`src/rtl/idma_r_burst_tracker.sv`:
```
// rtl/idma_r_burst_tracker.sv - read burst tracker: R first-beat / decouple metadata, beat checking, AR back-pressure
module idma_r_burst_fifo #(
  parameter int unsigned Depth         = 2,
  parameter int unsigned Width         = 9,
  parameter bit          PrintFifoInfo = 1'b0
) (
  input  logic                                clk,
  input  logic                                rst_n,
  input  logic                                testmode,
  input  logic                                push,
  input  logic [Width-1:0]                    wdata,
  input  logic                                pop,
  output logic [Width-1:0]                    rdata,
  output logic [((Depth > 1) ? $clog2(Depth) : 1):0] usage
);
  localparam int unsigned IdxW = (Depth > 1) ? $clog2(Depth) : 1;

  logic [Width-1:0] mem [Depth];
  logic [IdxW-1:0]  rd_ptr;
  logic [IdxW-1:0]  wr_ptr;
  logic [IdxW:0]    count;
  logic             unused_cfg;

  assign unused_cfg = testmode ^ PrintFifoInfo;

  function automatic logic [IdxW-1:0] next_ptr(input logic [IdxW-1:0] p);
    return (p == IdxW'(Depth - 1)) ? '0 : p + IdxW'(1);
  endfunction

  always_ff @(posedge clk or negedge rst_n) begin
    if (!rst_n) begin
      rd_ptr <= '0;
      wr_ptr <= '0;
      count  <= '0;
    end else begin
      if (push) wr_ptr <= next_ptr(wr_ptr);
      if (pop)  rd_ptr <= next_ptr(rd_ptr);
      if (push && !pop)      count <= count + (IdxW+1)'(1);
      else if (!push && pop) count <= count - (IdxW+1)'(1);
    end
  end

  // Storage is not reset: the head is only consumed while usage is non-zero.
  always_ff @(posedge clk) begin
    if (push) mem[wr_ptr] <= wdata;
  end

  assign rdata = mem[rd_ptr];
  assign usage = count;
endmodule

module idma_r_burst_tracker #(
  parameter int unsigned NumAxInFlight = 2,
  parameter int unsigned LenWidth      = 8,
  parameter bit          PrintFifoInfo = 1'b0
) (
  input  logic                clk_i,
  input  logic                rst_ni,
  input  logic                testmode_i,
  input  logic [LenWidth-1:0] ar_len_i,
  input  logic                ar_decouple_aw_i,
  input  logic                ar_valid_i,
  input  logic                ar_ready_i,
  output logic                ar_stall_o,
  input  logic                r_valid_i,
  input  logic                r_ready_i,
  input  logic                r_last_i,
  output logic                r_first_o,
  output logic                r_decouple_aw_o,
  output logic                err_o,
  output logic                busy_o
);
  localparam int unsigned IdxW   = (NumAxInFlight > 1) ? $clog2(NumAxInFlight) : 1;
  localparam int unsigned UsageW = IdxW + 1;

  logic [UsageW-1:0]   usage;
  logic [LenWidth:0]   head;
  logic [LenWidth-1:0] head_len;
  logic                head_dec;
  logic                head_valid;
  logic                full;
  logic [LenWidth-1:0] beat_q;
  logic                err_q;
  logic                ar_hs;
  logic                r_hs;
  logic                at_end;
  logic                push;
  logic                pop;
  logic                push_err;
  logic                r_err;

  assign ar_hs      = ar_valid_i & ar_ready_i;
  assign r_hs       = r_valid_i & r_ready_i;
  assign head_valid = (usage != '0);
  assign full       = (usage == UsageW'(NumAxInFlight));
  assign head_len   = head[LenWidth:1];
  assign head_dec   = head[0];
  assign at_end     = (beat_q == head_len);

  assign pop      = r_hs & head_valid & at_end;
  // A full tracker still takes a new burst when the head retires in the same cycle.
  assign push     = ar_hs & (~full | pop);
  assign push_err = ar_hs & full & ~pop;
  assign r_err    = r_hs & (~head_valid | (r_last_i != at_end));

  idma_r_burst_fifo #(
    .Depth        (NumAxInFlight),
    .Width        (LenWidth + 1),
    .PrintFifoInfo(PrintFifoInfo)
  ) i_fifo (
    .clk     (clk_i),
    .rst_n   (rst_ni),
    .testmode(testmode_i),
    .push    (push),
    .wdata   ({ar_len_i, ar_decouple_aw_i}),
    .pop     (pop),
    .rdata   (head),
    .usage   (usage)
  );

  always_ff @(posedge clk_i or negedge rst_ni) begin
    if (!rst_ni) begin
      beat_q <= '0;
      err_q  <= 1'b0;
    end else begin
      err_q <= push_err | r_err;
      if (r_hs && head_valid) begin
        beat_q <= at_end ? '0 : beat_q + LenWidth'(1);
      end
    end
  end

  assign ar_stall_o      = full;
  assign r_first_o       = head_valid & (beat_q == '0);
  assign r_decouple_aw_o = head_valid & head_dec;
  assign err_o           = err_q;
  assign busy_o          = head_valid;
endmodule

```
`config.mk`:
```
export PLATFORM = sky130hd
export DESIGN_NAME = idma_r_burst_tracker
export DESIGN_NICKNAME = d
export VERILOG_FILES = /design/src/rtl/idma_r_burst_tracker.sv
export SDC_FILE = /design/constraint.sdc
export NUM_CORES = 1
export LEC_CHECK = 0
export ABC_AREA = 1
export BUFFER_PORTS_ARGS = -buffer_cell sky130_fd_sc_hd__buf_4
export CAP_MARGIN = 15
export CORE_ASPECT_RATIO = 1.5
export CORE_MARGIN = 4
export CORE_UTILIZATION = 30
export DETAILED_ROUTE_END_ITERATION = 7
export PLACE_DENSITY = 0.52
export SYNTH_ARGS = -nofsm -noshare
export SYNTH_HDL_FRONTEND = slang
export SYNTH_SLANG_ARGS = --single-unit
```
`constraint.sdc`:
```
create_clock -name clk_i -period 2.39 [get_ports clk_i]
set_input_delay 0.239 -clock clk_i [delete_from_list [all_inputs] [get_ports clk_i]]
set_output_delay 0.239 -clock clk_i [all_outputs]
set_load 0.05 [all_outputs]
```
# Yosys cells after proc, flatten, opt, wreduce, memory -nomap -nowiden
# Memories as Yosys holds them, arrays and structs flattened.
# Cells that the tools add are included.
[totals] ff_bits=13 mem_bits_rw=18 out_inout_bits=5 memories=1
[mem_list] memory="i_fifo.mem" depth=2 width=9 rd=1 rd_ports_with_merged_regs=0 write_ports=1 line="18" source="logic [Width-1:0] mem [Depth];"
[op_classes] n_addsub=5 eq_ne=3 mux=7 bitwise=16 n_reduce_logical=8
[ops] operator="bitwise AND 1 bit" count=10
[ops] operator="adder 8 x 1 -> 8 bit, second input constant" count=1
[ops] operator="== test 8 bit" count=1
[ops] operator="zero test 8 bit" count=1
[ops] operator="2-to-1 mux 8 bit" count=1
[ops] operator="2-to-1 mux 1 bit" count=4
[ops] operator="2-to-1 mux 2 bit" count=2
[ops] operator="nonzero test 2 bit" count=2
[ops] operator="logical AND 1 bit" count=3
[ops] operator="NOT 1 bit" count=3
[ops] operator="bitwise OR 1 bit" count=3
[ops] operator="adder 1 bit, second input constant" count=2
[ops] operator="adder 2 x 1 -> 2 bit, second input constant" count=1
[ops] operator="== test 2 bit, second input constant" count=1
[ops] operator="zero test 1 bit" count=2
[ops] operator="subtractor 2 x 1 -> 2 bit, second input constant" count=1
[ops] operator="inequality test 1 bit" count=1

# Longest topological paths before layout
[depth] word_depth=9 ltp_mapped=16

# Modules after synthesis
# From an unflattened synthesis, not the netlist that was laid out.
[unflattened] hier_cells=156 hier_area_um2=1692.9
[by_module_without_submodules] module="idma_r_burst_fifo" instances=1 cells_each=51 area_per_inst_um2=885.8 seq_area_each_um2=640.6
[by_module_without_submodules] module="idma_r_burst_tracker" instances=1 cells_each=105 area_per_inst_um2=807.0 seq_area_each_um2=225.2

# Worst setup path before layout
# No wires, ideal clock.
[synth_timing] path_kind="reg-to-reg" startpoint="register i_fifo.count[0] (netlist: i_fifo.usage[0])" endpoint="register i_fifo.count[1] (netlist: i_fifo.usage[1])" arrival_time_ns=2.051 t_required_ns=2.259 path_slack_ns=0.208 stages_incl_launch_ff=9 n_path_buf=0 period_less_slack_ns=2.182 cell_sequence="dfrtp_1 > nor2_1 > nand2_4 > nand2_2 > inv_1 > ha_1 > a21oi_1 > o21ai_0 > xor2_1"
[synth_rtl] item="start: declaration" line="21" source="logic [IdxW:0] count;"
[synth_rtl] item="start signal: assignment" line="38" source="if (push && !pop) count <= count + (IdxW+1)'(1);"
[synth_rtl] item="start signal: assignment" line="39" source="else if (!push && pop) count <= count - (IdxW+1)'(1);"
[synth_rtl] item="== test 2 bit *" line="95" source="assign full = (usage == UsageW'(NumAxInFlight));"
[synth_rtl] item="via ar_stall_o" line="64" source="output logic ar_stall_o,"
[synth_rtl] item="NOT 1 bit *" line="102" source="assign push = ar_hs & (~full | pop);"
[synth_rtl] item="bitwise OR 1 bit *" line="102"
[synth_rtl] item="bitwise AND 1 bit *" line="102"
[synth_rtl] item="zero test 1 bit" line="39"
[synth_rtl] item="logical AND 1 bit" line="39"
[synth_rtl] item="nonzero test 2 bit (no source line)"
# Mark *: on every way through the listed nets, which the timed path passes. The rest lies on a longest branch. The select of a mux whose other input is x is not followed.
# A chain may end at the register's enable or synchronous reset.

# Worst setup path in the final report
[layout_timing] startpoint="register i_fifo.rd_ptr" endpoint="register i_fifo.count[1] (netlist: i_fifo.usage[1])"
[layout_via] elab_chain_cells=8
[layout_lines] item="start: declaration" line="19" source="logic [IdxW-1:0] rd_ptr;"
[layout_lines] item="start signal: assignment" line="37" source="if (pop) rd_ptr <= next_ptr(rd_ptr);"
[layout_lines] item="memory (2 x 9 bit) *"
[layout_lines] item="== test 8 bit *" line="98" source="assign at_end = (beat_q == head_len);"
[layout_lines] item="bitwise AND 1 bit *" line="100" source="assign pop = r_hs & head_valid & at_end;"
[layout_lines] item="bitwise OR 1 bit" line="102"
[layout_lines] item="bitwise AND 1 bit" line="102"
[layout_lines] item="zero test 1 bit" line="39"
[layout_lines] item="logical AND 1 bit" line="39"
[layout_lines] item="nonzero test 2 bit (no source line)"
# Mark *: on every way between the ends. The rest lies on a longest branch, timed or not.

==> run metrics <==
Yosys reg bits=31; Final Hold Viols=0; ys async rst share=0.419; Fin Setup TNS=0 ns; Tcrit/Tclk final=0.894; synth cell count leaders=52 x nand2_1, 31 x inv_1, 20 x nand3_1; global-route wire length before repair=between 5000 and 6000 µm; RePlAce Congestion=around 0.75; die area=roughly 6700 µm²; Pint=around 1.2 mW; GRT overflow=0; Most common cell on crit path=nand2_1; met1 WL=1190 µm; critical path class=flop to flop; Mapped Nets=201; Synth Flop Type=edfxtp_1; post-synth top area cell=edfxtp_1; combinational share of power=0.378; Layout Utilization=0.375; hold buffer count at CTS=1; Critical Path Fanout Max=11; clock sink count=31; met3 WL=130 µm; Mapped Cells=approximately 180; nature of the critical path endpoint=flop; setup ws final=0.252 ns; post-route cell area=roughly 1900 µm²; worst-margin pin slew=0.362 ns; vias in the first global route=1190; f_max=between 0.4 and 0.5 GHz; via count=approximately 1200; DP Area=approximately 1900 µm²; Post-CTS Setup Bufs=0; nets=230; Initial Util=0.311; Clock Pin Slew Worst Setup and Hold Paths=0.07 ns; flop-to-flop setup slack=between 0.2 and 0.3 ns; Placement Setup Slack=0.233 ns; num rows=32; PD cells=984 nW/µm²; Die Ht=98.0 µm; MaxCap Viol Count=0; Crit path arrival time=2.30 ns; drt initial violations=42; share of Yosys cell area claimed by the top area cell type=0.334; Worst slew margin=0.759; min cycle time layout=2.14 ns; initial antenna violation count=0; Top Metal Used=met4; gr usage total=0.105; final setup vio count=0; # diodes=0; yosys warns=0; Sw Share=0.399; core area=5200 µm²; pin count of the biggest net entering global routing=14; ANT nets after route=0; Slowest cell on crit path=dfrtp_1; Clock Skew=0.00546 ns; H-tree depth=2; clock buffer depth=2; register area share after synthesis=0.535; CP required=2.55 ns; clk_lat worst skew=0.28 ns; CTS tree=yes; wire per inst=10.5 µm; share of power burned in registers=0.416; P_sw=around 770 µW; root buf cell=clkbuf_8; CTS Buf Count=5; EDFF count, synth=18; RSZ-0062 raised after global routing=false; width of the die=68.0 µm; Largest stage delay, worst path=0.39 ns; Max Transition Viols Final=0; Netlist cell types=22; Avg Inst Size Synth=8.95 µm²; final WL=2930 µm; I/O Buffers=20; Layout fillers=550; post-CTS sizing=0; I/O pin cnt=22; delay-heaviest family, CP=simple AND/OR/NAND/NOR gates; DR vias/cell=4.25; most common cell in the netlist=nand2_1; startpoint class of the critical path=flop; outcome=complete, no violations; Clock Power Share=0.206; drt drc=0; Leak Pwr=0.949 nW; Layout area overhead=20.4%; met2 wire length=1540 µm; worst path cell trace=inv_2, nand2_1, nand2_1, nand2_1, nand2_1, nand2_2, nor2_4, nand3_4, nand2_4, nand2_2, inv_1, ha_1, a21oi_1, o21ai_0, xor2_1; DP HPWL=2320 µm; worst vdd ir=between 300 and 400 µV; worst hold path type=input pin to flop; top post-synthesis cells by area=edfxtp_1 33%, dfrtp_1 20%, nand2_1 12%; Synth Cell Area=1620 µm²; share of layout cells above drive strength 1=0.227; worst path bufs/invs=2; Final Hold Slack=roughly 0.14 ns; drt pass-1 iters=4
[stage by stage]
step | std cells | total power [mW]
finish | 279 | 1.92
global placement | 270 | 1.54
global route | 279 | 2.09
floorplan | 181 | 1.36
CTS | 279 | 1.95
detailed placement | 270 | 1.54
[state kept, by name, summed over array words and instances (netlist names)]
register and cells:
i_fifo.mem 18, i_fifo.usage 2, i_fifo.wr_ptr 1, beat_q 8, i_fifo.rd_ptr 1, err_o 1
[worst reg2reg max path: stages (launching register included)]
cell	delay [ns]
dfrtp_1	0.39
inv_2	0.22
nand2_1	0.11
nand2_1	0.07
nand2_1	0.04
nand2_1	0.07
nand2_2	0.07
nor2_4	0.16
nand3_4	0.12
nand2_4	0.08
nand2_2	0.06
inv_1	0.05
ha_1	0.23
a21oi_1	0.11
o21ai_0	0.10
xor2_1	0.15
[layer usage]
| layer | track usage | vias up |
|---|---|---|
| li1 | - | 625 |
| met1 | 0.115 | 534 |
| met2 | 0.181 | 20 |
| met3 | 0.0276 | 6 |
| met4 | 0.0505 | 0 |
| met5 | 0 | - |
[final cells by class]
| cell class | count | area [µm²] | area share |
|---|---|---|---|
| Clock buffer | 6 | 72.6 | 0.0372 |
| Clock inverter | 2 | 12.5 | 0.00642 |
| Inverter | 32 | 120 | 0.0616 |
| Multi-Input combinational cell | 116 | 611 | 0.313 |
| Sequential cell | 31 | 866 | 0.444 |
| Tap cell | 68 | 85.1 | 0.0436 |
| Timing Repair Buffer | 24 | 183 | 0.0937 |
[kinds of logic (layout without fill, tap and decap cells)]
group,Yosys count,after routing,synth area share
AOI/OAI and AO/OA,8,8,0.0247
xor gates and xnor gates,4,4,0.0216
adders and majority gates,3,3,0.0232
buffers and inverters,34,64,0.0881
DFF,31,31,0.535
and+or+nand+nor,101,101,0.308
[power by group through the flow]
stage | Clock [mW] | Sequential, mW | Combinational [mW]
after floorplan | 0 | 0.797 | 0.562
after global placement | 0 | 0.809 | 0.732
after detailed placement | 0 | 0.807 | 0.733
after CTS | 0.411 | 0.798 | 0.739
after global routing | 0.440 | 0.817 | 0.835
final | 0.396 | 0.798 | 0.725
[final timing paths]
kind / start / to / cells past startpoint
min in group asynchronous: rst_ni / i_fifo.usage[0] / 2
min reg2reg: i_fifo.wr_ptr / i_fifo.wr_ptr / 2
min: ar_len_i[7] / i_fifo.mem[1][8] / 1
max: i_fifo.rd_ptr / i_fifo.usage[1] / 15
max reg2reg: i_fifo.rd_ptr / i_fifo.usage[1] / 15
max in group asynchronous: rst_ni / beat_q[0] / 2
[layout by cell type, fill, tap and decap left out, types with 2 or more instances in the layout]
| master | count |
|---|---|
| a21oi_1 | 3 |
| buf_4 | 23 |
| clkbuf_8 | 5 |
| dfrtp_1 | 13 |
| edfxtp_1 | 18 |
| ha_1 | 3 |
| inv_1 | 31 |
| nand2_1 | 52 |
| nand2_2 | 9 |
| nand2_4 | 2 |
| nand3_1 | 20 |
| nor2_1 | 6 |
| nor2_4 | 3 |
| nor3_1 | 4 |
| o21ai_0 | 5 |
| xor2_1 | 3 |
(Power assumes the default switching activity.)
